### src/rtl/unpacked_array_loader_if.sv
// unpacked_array_loader_if: load stream, status and indexed read bus of the table loader
interface unpacked_array_loader_if #(
  parameter int D0 = 2,
  parameter int D1 = 3,
  parameter int D2 = 4,
  parameter int W  = 32
);
  localparam int IW = D0 > 1 ? $clog2(D0) : 1;
  localparam int JW = D1 > 1 ? $clog2(D1) : 1;
  localparam int KW = D2 > 1 ? $clog2(D2) : 1;
  logic          start;
  logic          in_valid;
  logic          in_ready;
  logic [W-1:0]  in_data;
  logic          load_done;
  logic          rd_en;
  logic [IW-1:0] rd_i;
  logic [JW-1:0] rd_j;
  logic [KW-1:0] rd_k;
  logic          rd_valid;
  logic [W-1:0]  rd_data;
  logic          rd_err;
  modport master (
    output start, in_valid, in_data, rd_en, rd_i, rd_j, rd_k,
    input  in_ready, load_done, rd_valid, rd_data, rd_err
  );
  modport slave (
    input  start, in_valid, in_data, rd_en, rd_i, rd_j, rd_k,
    output in_ready, load_done, rd_valid, rd_data, rd_err
  );
endinterface

### src/rtl/unpacked_array_loader.sv
// unpacked_array_loader: streams words into a D0xD1xD2 table in assignment-pattern order with a registered indexed read port
module unpacked_array_loader #(
  parameter int D0 = 2,
  parameter int D1 = 3,
  parameter int D2 = 4,
  parameter int W  = 32
) (
  input logic clk,
  input logic rst,
  unpacked_array_loader_if.slave bus
);
  localparam int IW = D0 > 1 ? $clog2(D0) : 1;
  localparam int JW = D1 > 1 ? $clog2(D1) : 1;
  localparam int KW = D2 > 1 ? $clog2(D2) : 1;
  localparam logic [IW-1:0] I_TOP = IW'(D0 - 1);
  localparam logic [JW-1:0] J_TOP = JW'(D1 - 1);
  localparam logic [KW-1:0] K_TOP = KW'(D2 - 1);
  localparam logic [IW:0] I_LIM = (IW + 1)'(D0);
  localparam logic [JW:0] J_LIM = (JW + 1)'(D1);
  localparam logic [KW:0] K_LIM = (KW + 1)'(D2);
  localparam logic [0:0] LOAD = 1'b0;
  localparam logic [0:0] FULL = 1'b1;
  logic [0:0]    state;
  logic [IW-1:0] ci;
  logic [JW-1:0] cj;
  logic [KW-1:0] ck;
  logic [W-1:0]  mem [D0-1:0][D1-1:0][D2-1:0];
  logic          acc;
  logic          last;
  logic          oor;
  assign bus.in_ready  = state == LOAD;
  assign bus.load_done = state == FULL;
  assign acc  = bus.in_valid && state == LOAD && !bus.start;
  assign last = ci == '0 && cj == '0 && ck == '0;
  assign oor  = {1'b0, bus.rd_i} >= I_LIM || {1'b0, bus.rd_j} >= J_LIM || {1'b0, bus.rd_k} >= K_LIM;
  // Fill sequencing: k counts down fastest, then j, then i; the final beat parks the counters in FULL
  always_ff @(posedge clk) begin
    if (rst) begin
      state <= LOAD;
      ci    <= I_TOP;
      cj    <= J_TOP;
      ck    <= K_TOP;
      for (int a = 0; a < D0; a++)
        for (int b = 0; b < D1; b++)
          for (int c = 0; c < D2; c++)
            mem[a][b][c] <= '0;
    end else if (bus.start) begin
      state <= LOAD;
      ci    <= I_TOP;
      cj    <= J_TOP;
      ck    <= K_TOP;
    end else if (acc) begin
      mem[ci][cj][ck] <= bus.in_data;
      if (last) begin
        state <= FULL;
      end else begin
        ck <= ck == '0 ? K_TOP : ck - KW'(1);
        cj <= ck != '0 ? cj : (cj == '0 ? J_TOP : cj - JW'(1));
        ci <= (ck == '0 && cj == '0) ? ci - IW'(1) : ci;
      end
    end
  end
  // Read port: one-cycle latency, old contents on same-cycle write, zero data on bad index
  always_ff @(posedge clk) begin
    if (rst) begin
      bus.rd_valid <= 1'b0;
      bus.rd_data  <= '0;
      bus.rd_err   <= 1'b0;
    end else begin
      bus.rd_valid <= bus.rd_en;
      if (bus.rd_en) begin
        bus.rd_err  <= oor;
        bus.rd_data <= oor ? '0 : mem[bus.rd_i][bus.rd_j][bus.rd_k];
      end
    end
  end
endmodule

### src/flat_wrapper.sv
// flat-port wrapper written by rule: the top's interface ports become plain ports
module unpacked_array_loader_flat 
#(
  parameter int D0 = 2,
  parameter int D1 = 3,
  parameter int D2 = 4,
  parameter int W  = 32
)
  (clk, rst, bus_start, bus_in_valid, bus_in_data, bus_rd_en, bus_rd_i, bus_rd_j, bus_rd_k, bus_in_ready, bus_load_done, bus_rd_valid, bus_rd_data, bus_rd_err);
  unpacked_array_loader_if #(.D0(D0), .D1(D1), .D2(D2), .W(W)) bus_i ();
  input logic clk;
  input logic rst;
  input wire logic [$bits(bus_i.start)-1:0] bus_start;
  input wire logic [$bits(bus_i.in_valid)-1:0] bus_in_valid;
  input wire logic [$bits(bus_i.in_data)-1:0] bus_in_data;
  input wire logic [$bits(bus_i.rd_en)-1:0] bus_rd_en;
  input wire logic [$bits(bus_i.rd_i)-1:0] bus_rd_i;
  input wire logic [$bits(bus_i.rd_j)-1:0] bus_rd_j;
  input wire logic [$bits(bus_i.rd_k)-1:0] bus_rd_k;
  output wire logic [$bits(bus_i.in_ready)-1:0] bus_in_ready;
  output wire logic [$bits(bus_i.load_done)-1:0] bus_load_done;
  output wire logic [$bits(bus_i.rd_valid)-1:0] bus_rd_valid;
  output wire logic [$bits(bus_i.rd_data)-1:0] bus_rd_data;
  output wire logic [$bits(bus_i.rd_err)-1:0] bus_rd_err;
  assign bus_i.start = bus_start;
  assign bus_i.in_valid = bus_in_valid;
  assign bus_i.in_data = bus_in_data;
  assign bus_i.rd_en = bus_rd_en;
  assign bus_i.rd_i = bus_rd_i;
  assign bus_i.rd_j = bus_rd_j;
  assign bus_i.rd_k = bus_rd_k;
  assign bus_in_ready = bus_i.in_ready;
  assign bus_load_done = bus_i.load_done;
  assign bus_rd_valid = bus_i.rd_valid;
  assign bus_rd_data = bus_i.rd_data;
  assign bus_rd_err = bus_i.rd_err;
  unpacked_array_loader #(.D0(D0), .D1(D1), .D2(D2), .W(W)) u_core (.clk(clk), .rst(rst), .bus(bus_i));
endmodule
### config.mk
export PLATFORM = sky130hd
export DESIGN_NAME = unpacked_array_loader_flat
export DESIGN_NICKNAME = d
export VERILOG_FILES = /design/src/rtl/unpacked_array_loader_if.sv /design/src/rtl/unpacked_array_loader.sv /design/src/flat_wrapper.sv
export SDC_FILE = /design/constraint.sdc
export NUM_CORES = 1
export LEC_CHECK = 0
export ABC_AREA = 1
export CAP_MARGIN = 20
export CORE_MARGIN = 2
export CORE_UTILIZATION = 62
export DETAILED_ROUTE_END_ITERATION = 8
export GPL_ROUTABILITY_DRIVEN = 0
export HOLD_SLACK_MARGIN = 0.12
export PLACE_DENSITY = 0.8
export SLEW_MARGIN = 5
export SYNTH_ARGS = -nofsm -noshare
export SYNTH_HDL_FRONTEND = slang
export SYNTH_SLANG_ARGS = --single-unit
### constraint.sdc
create_clock -name clk -period 3.3 [get_ports clk]
set_input_delay 0.66 -clock clk [delete_from_list [all_inputs] [get_ports clk]]
set_output_delay 0.66 -clock clk [all_outputs]
set_load 0.02 [all_outputs]
# Word-level counts from Yosys, hierarchy flattened
# Memory sizes are Yosys's and may differ from the RTL's.
# Cells that the tools add are included.
dict set report totals {
  register_bits 40
  ram_bits 768
  input_bits 42
  out_inout_bits 36
  word_cells 59
  memories 1
}
dict set report op_classes {
  addsub 3
  order_cmp 7
  mux 20
  bitwise 4
  reduce_logical 17
}
# name depth word_bits rd rd_clocked_by_memory_dff write_ports line_no
set memory_table {}
lappend memory_table {u_core.mem 2 384 1 0 2 unpacked_array_loader.sv:27} ;# logic [W-1:0] mem [D0-1:0][D1-1:0][D2-1:0];
# cell n
set ops {}
lappend ops {{384-bit 2-to-1 mux} 3}
lappend ops {{384-bit OR reduction} 1}
lappend ops {{128-bit binary-select mux with 2-bit select} 1}
lappend ops {{128-bit demux with 2-bit select} 1}
lappend ops {{128-bit 2-to-1 mux} 2}
lappend ops {{32-bit 2-to-1 mux} 3}
lappend ops {{32-bit binary-select mux with 2-bit select} 1}
lappend ops {{32-bit demux with 2-bit select} 1}
lappend ops {{2-bit by 3-bit < comparator with 1-bit output (second input constant)} 4}
lappend ops {{1-bit logical AND} 7}
lappend ops {{1-bit 2-to-1 mux} 6}
lappend ops {{3-bit AND reduction} 2}
lappend ops {{2-bit by 1-bit >= comparator with 1-bit output (second input constant)} 2}
lappend ops {{2-bit logical NOT} 2}
lappend ops {{2-bit 2-to-1 mux} 2}
lappend ops {{1-bit inverter} 4}
lappend ops {{2-bit AND reduction} 2}
lappend ops {{2-bit by 1-bit subtractor with 2-bit output (second input constant)} 2}
lappend ops {{2-bit >= comparator (second input constant)} 1}
lappend ops {{2-bit nonzero test} 1}
lappend ops {{2-bit OR reduction} 1}
lappend ops {{1-bit logical NOT} 1}
lappend ops {{1-bit subtractor (second input constant)} 1}

# Longest topological paths before layout
dict set report depth {
  ltp_word 9
  mapped_depth 12
  depth_no_buf 10
}

# Worst setup path before layout
# OpenSTA, ideal clock, no wires.
dict set report synth_path {
  path_kind {input -> register}
  from {input port rst}
  to {memory u_core.mem[0][256] (netlist name) (enable)}
  setup_ps 389
  arrival_ps 2445
  required_time_ps 2911
  setup_slack_ps 465
  cell_stages 10
  n_path_buf 3
  cell_sequence {buf_2 nor2_8 inv_4 a21oi_2 nor2_1 nand2_2 buf_12 nand3_4 buf_6 nand2_1}
}
# element line_no
set synth_rtl {}
lappend synth_rtl {{start, declared} flat_wrapper.sv:12} ;# input logic rst;
lappend synth_rtl {{end, declared} unpacked_array_loader.sv:27}

==> flow_summary.json <==
{
  "status": "finished clean",
  "grt_pass1_vias": 26000,
  "reg2reg_slack_ns": 0.49,
  "r2r_cells": 12,
  "synth_top_area_cell": "edfxtp_1",
  "r2r-start": "u_core.ck[0]",
  "fmax_mhz": 355,
  "rsz0062_at_grt": "false",
  "tns_ns": 0,
  "finalClockSkew_ns": 0.0175,
  "vias_per_cell": 6.32,
  "tightest_slew_ns": 1.06,
  "initial_utilization": 0.630,
  "synthFlopType": "edfxtp_1",
  "hold_viol": 0,
  "period_minus_slack_ns": 2.81,
  "slew_headroom": 0.296,
  "ctsHoldBuffers": 0,
  "postCtsSetupRepairBufs": 0,
  "total_power_mw": 22.5,
  "synth-edff-count": 768,
  "period_share": 0.853,
  "cts-root-buf": "clkbuf_16",
  "dp_cells": 4038,
  "syn_inst": 3338,
  "synth_area_per_cell_sq_um": 10.5,
  "drive_gt1_frac": 0.110,
  "clock_latency_ns": 0.64,
  "synth-async-reset-ratio": 0,
  "required_ns": 3.65,
  "stdcell_count": 4185,
  "grt_first_pass_wirelength_microns": 152000,
  "cp-start-kind": "flip-flop",
  "synth.area.top_cells": "edfxtp_1 66%, nand2_1 12%, nand3_1 7.5%",
  "post-place-ws_ns": 0.201,
  "ir_worst_vdd_v": 0.000355,
  "yosysMostFrequentCell": "nand2_1",
  "critPathCapture": "u_core.mem[0][148]",
  "place_area_sq_mm": 0.0369,
  "synth_nets": 3388,
  "maxCapViolCount": 0,
  "routedWlPerCell_microns": 24.5,
  "hold_class": "flip-flop to flip-flop",
  "ys.warnings.count": 0,
  "first_pass_iters": 8,
  "wirelength_microns": 103000,
  "drc": 0,
  "synth.top_cell.area_share": 0.661,
  "leakage_nw": 15.5,
  "cts_tree": "built",
  "h-tree-depth": 3,
  "syn_to_final_growth_pct": 12.9,
  "overflow": 0,
  "crit_arrival_ns": 3.17,
  "die_height_microns": 241,
  "nets": 3422,
  "core_area_sq_mm": 0.0554,
  "fillers": 3608,
  "synth_common_cells": "1099 x nand2_1, 768 x edfxtp_1, 526 x nand3_1",
  "die_w_microns": 241,
  "grt_max_degree": 135,
  "ys_ff_latch": 808,
  "cts.repair.resized": 0,
  "crit_slowest_cell": "buf_4",
  "setup_viol": 0,
  "die_area_sq_mm": 0.0582,
  "timing.rr.end": "u_core.mem[0][148]",
  "path_cells": "inv_1 > ha_1 > nand2_1 > inv_1 > o21ai_0 > nand2_1 > nor2_1 > nand2_2 > buf_4 > nand3_2 > buf_4 > nor2_1",
  "ant_nets": 0,
  "dp_hpwl_microns": 58000,
  "num_rows": 86,
  "worstSetupPathType": "flip-flop to flip-flop",
  "multi_input_area_sq_mm": 0.00970,
  "port_buffers": 77,
  "syn_area_sq_mm": 0.0349,
  "drv_slew": 0,
  "regArea_sq_mm": 0.0239,
  "end_kind": "flip-flop",
  "powerDensity_mw_per_mm2": 570,
  "drtIter0Drc": 4457,
  "n_antenna_cell": 0,
  "cp_max_fo": 23,
  "clock_sinks": 808,
  "num_io_pins": 78,
  "synth_seq_area_share": 0.684,
  "yosysUniqueCellTypes": 24,
  "antenna_found_initial": 0,
  "fin_ws_ns": 0.486,
  "cpPeakStageDelay_ns": 0.44,
  "numCtsBuffers": 80,
  "startpoint": "u_core.ck[0]",
  "fin_area_sq_mm": 0.0394,
  "clk_path_buf_depth": 3,
  "clkTransAtPathRegs_ns": 0.06,
  "vias": 26400,
  "grtUsageTotal": 0.358
}
-- through the flow --
| stage | utilization | hold slack (ns) |
|---|---|---|
| after floorplan | - | 0.491 |
| after global placement | 0.666 | 0.451 |
| after detailed placement | 0.666 | 0.456 |
| after CTS | 0.712 | 0.465 |
| after global routing | 0.712 | 0.487 |
| final | 0.712 | 0.463 |
-- sequential cells by signal, summed over array words and instances (netlist names) --
| name | count |
|---|---|
| u_core.bus.rd_valid | 1 |
| u_core.bus.rd_err | 1 |
| u_core.ck | 2 |
| u_core.mem | 768 |
| u_core.bus.rd_data | 32 |
| u_core.cj | 2 |
| u_core.ci | 1 |
| u_core.bus.load_done | 1 |
-- per-layer routing --
metal,global-route usage,up-vias,part of all wire
li1,-,11300,-
met1,0.468,12400,0.34
met2,0.561,2246,0.46
met3,0.0852,428,0.15
met4,0.195,0,0.056
met5,0,-,0
-- logic make-up after synthesis --
| group | share of synthesized area |
|---|---|
| AOI/OAI and AO/OA | 0.0166 |
| DFF | 0.684 |
| and+or+nand+nor | 0.256 |
| adders and majority gates | 0.00287 |
| buffers and inverters | 0.0414 |
-- worst min path at each step --
stage / start / end / cells after the start
floorplan: u_core.cj[1] / u_core.cj[1] / 2
global placement: u_core.bus.rd_data[29] / u_core.bus.rd_data[29] / 2
detailed placement: u_core.bus.rd_data[22] / u_core.bus.rd_data[22] / 2
CTS: u_core.bus.rd_data[22] / u_core.bus.rd_data[22] / 2
global route: u_core.bus.rd_data[19] / u_core.bus.rd_data[19] / 2
finish: u_core.bus.rd_data[17] / u_core.bus.rd_data[17] / 2
-- critical path, delay by kind of cell (launching register included) --
kind | cells | cell delay [ns]
buffers and inverters | 4 | 0.84
AOI/OAI and AO/OA | 1 | 0.25
and+or+nand+nor | 6 | 0.77
adders and majority gates | 1 | 0.30
DFF | 1 | 0.36
-- cells in the final DEF (no fill, tap or decap) --
cell,synthesis,layout
a21oi_1,101,100
a21oi_2,2,2
a21oi_4,0,1
buf_12,1,42
buf_2,80,2
buf_4,2,80
buf_8,0,1
bufinv_16,0,4
clkbuf_1,117,15
clkbuf_16,0,84
clkbuf_8,0,3
clkdlybuf4s50_1,0,71
clkinv_1,2,17
clkinv_2,0,21
clkinvlp_4,0,1
dfxtp_1,40,40
edfxtp_1,768,768
ha_1,8,8
inv_1,53,52
inv_2,3,3
inv_4,1,2
inv_6,0,3
inv_8,0,1
nand2_1,1099,1073
nand2_2,2,28
nand3_1,526,523
nand3_2,0,3
nand3_4,9,9
nor2_1,381,380
nor2_2,87,87
nor2_4,0,1
nor2_8,1,1
o211ai_1,1,1
o21ai_0,10,10
-- where the power goes --
part / switching, mW / internal (mW)
logic: 1.34 / 0.520
registers: 0.134 / 11.6
clock network: 3.81 / 5.03
-- final cells by class --
type                            count  area share
Clock buffer                      102      0.0558
Clock inverter                     45     0.00809
Tap cell                          748      0.0237
Inverter                           59     0.00593
Timing Repair Buffer              196      0.0552
Sequential cell                   808       0.605
Multi-Input combinational cell   2227       0.246
Power figures use the tool's default switching activity.
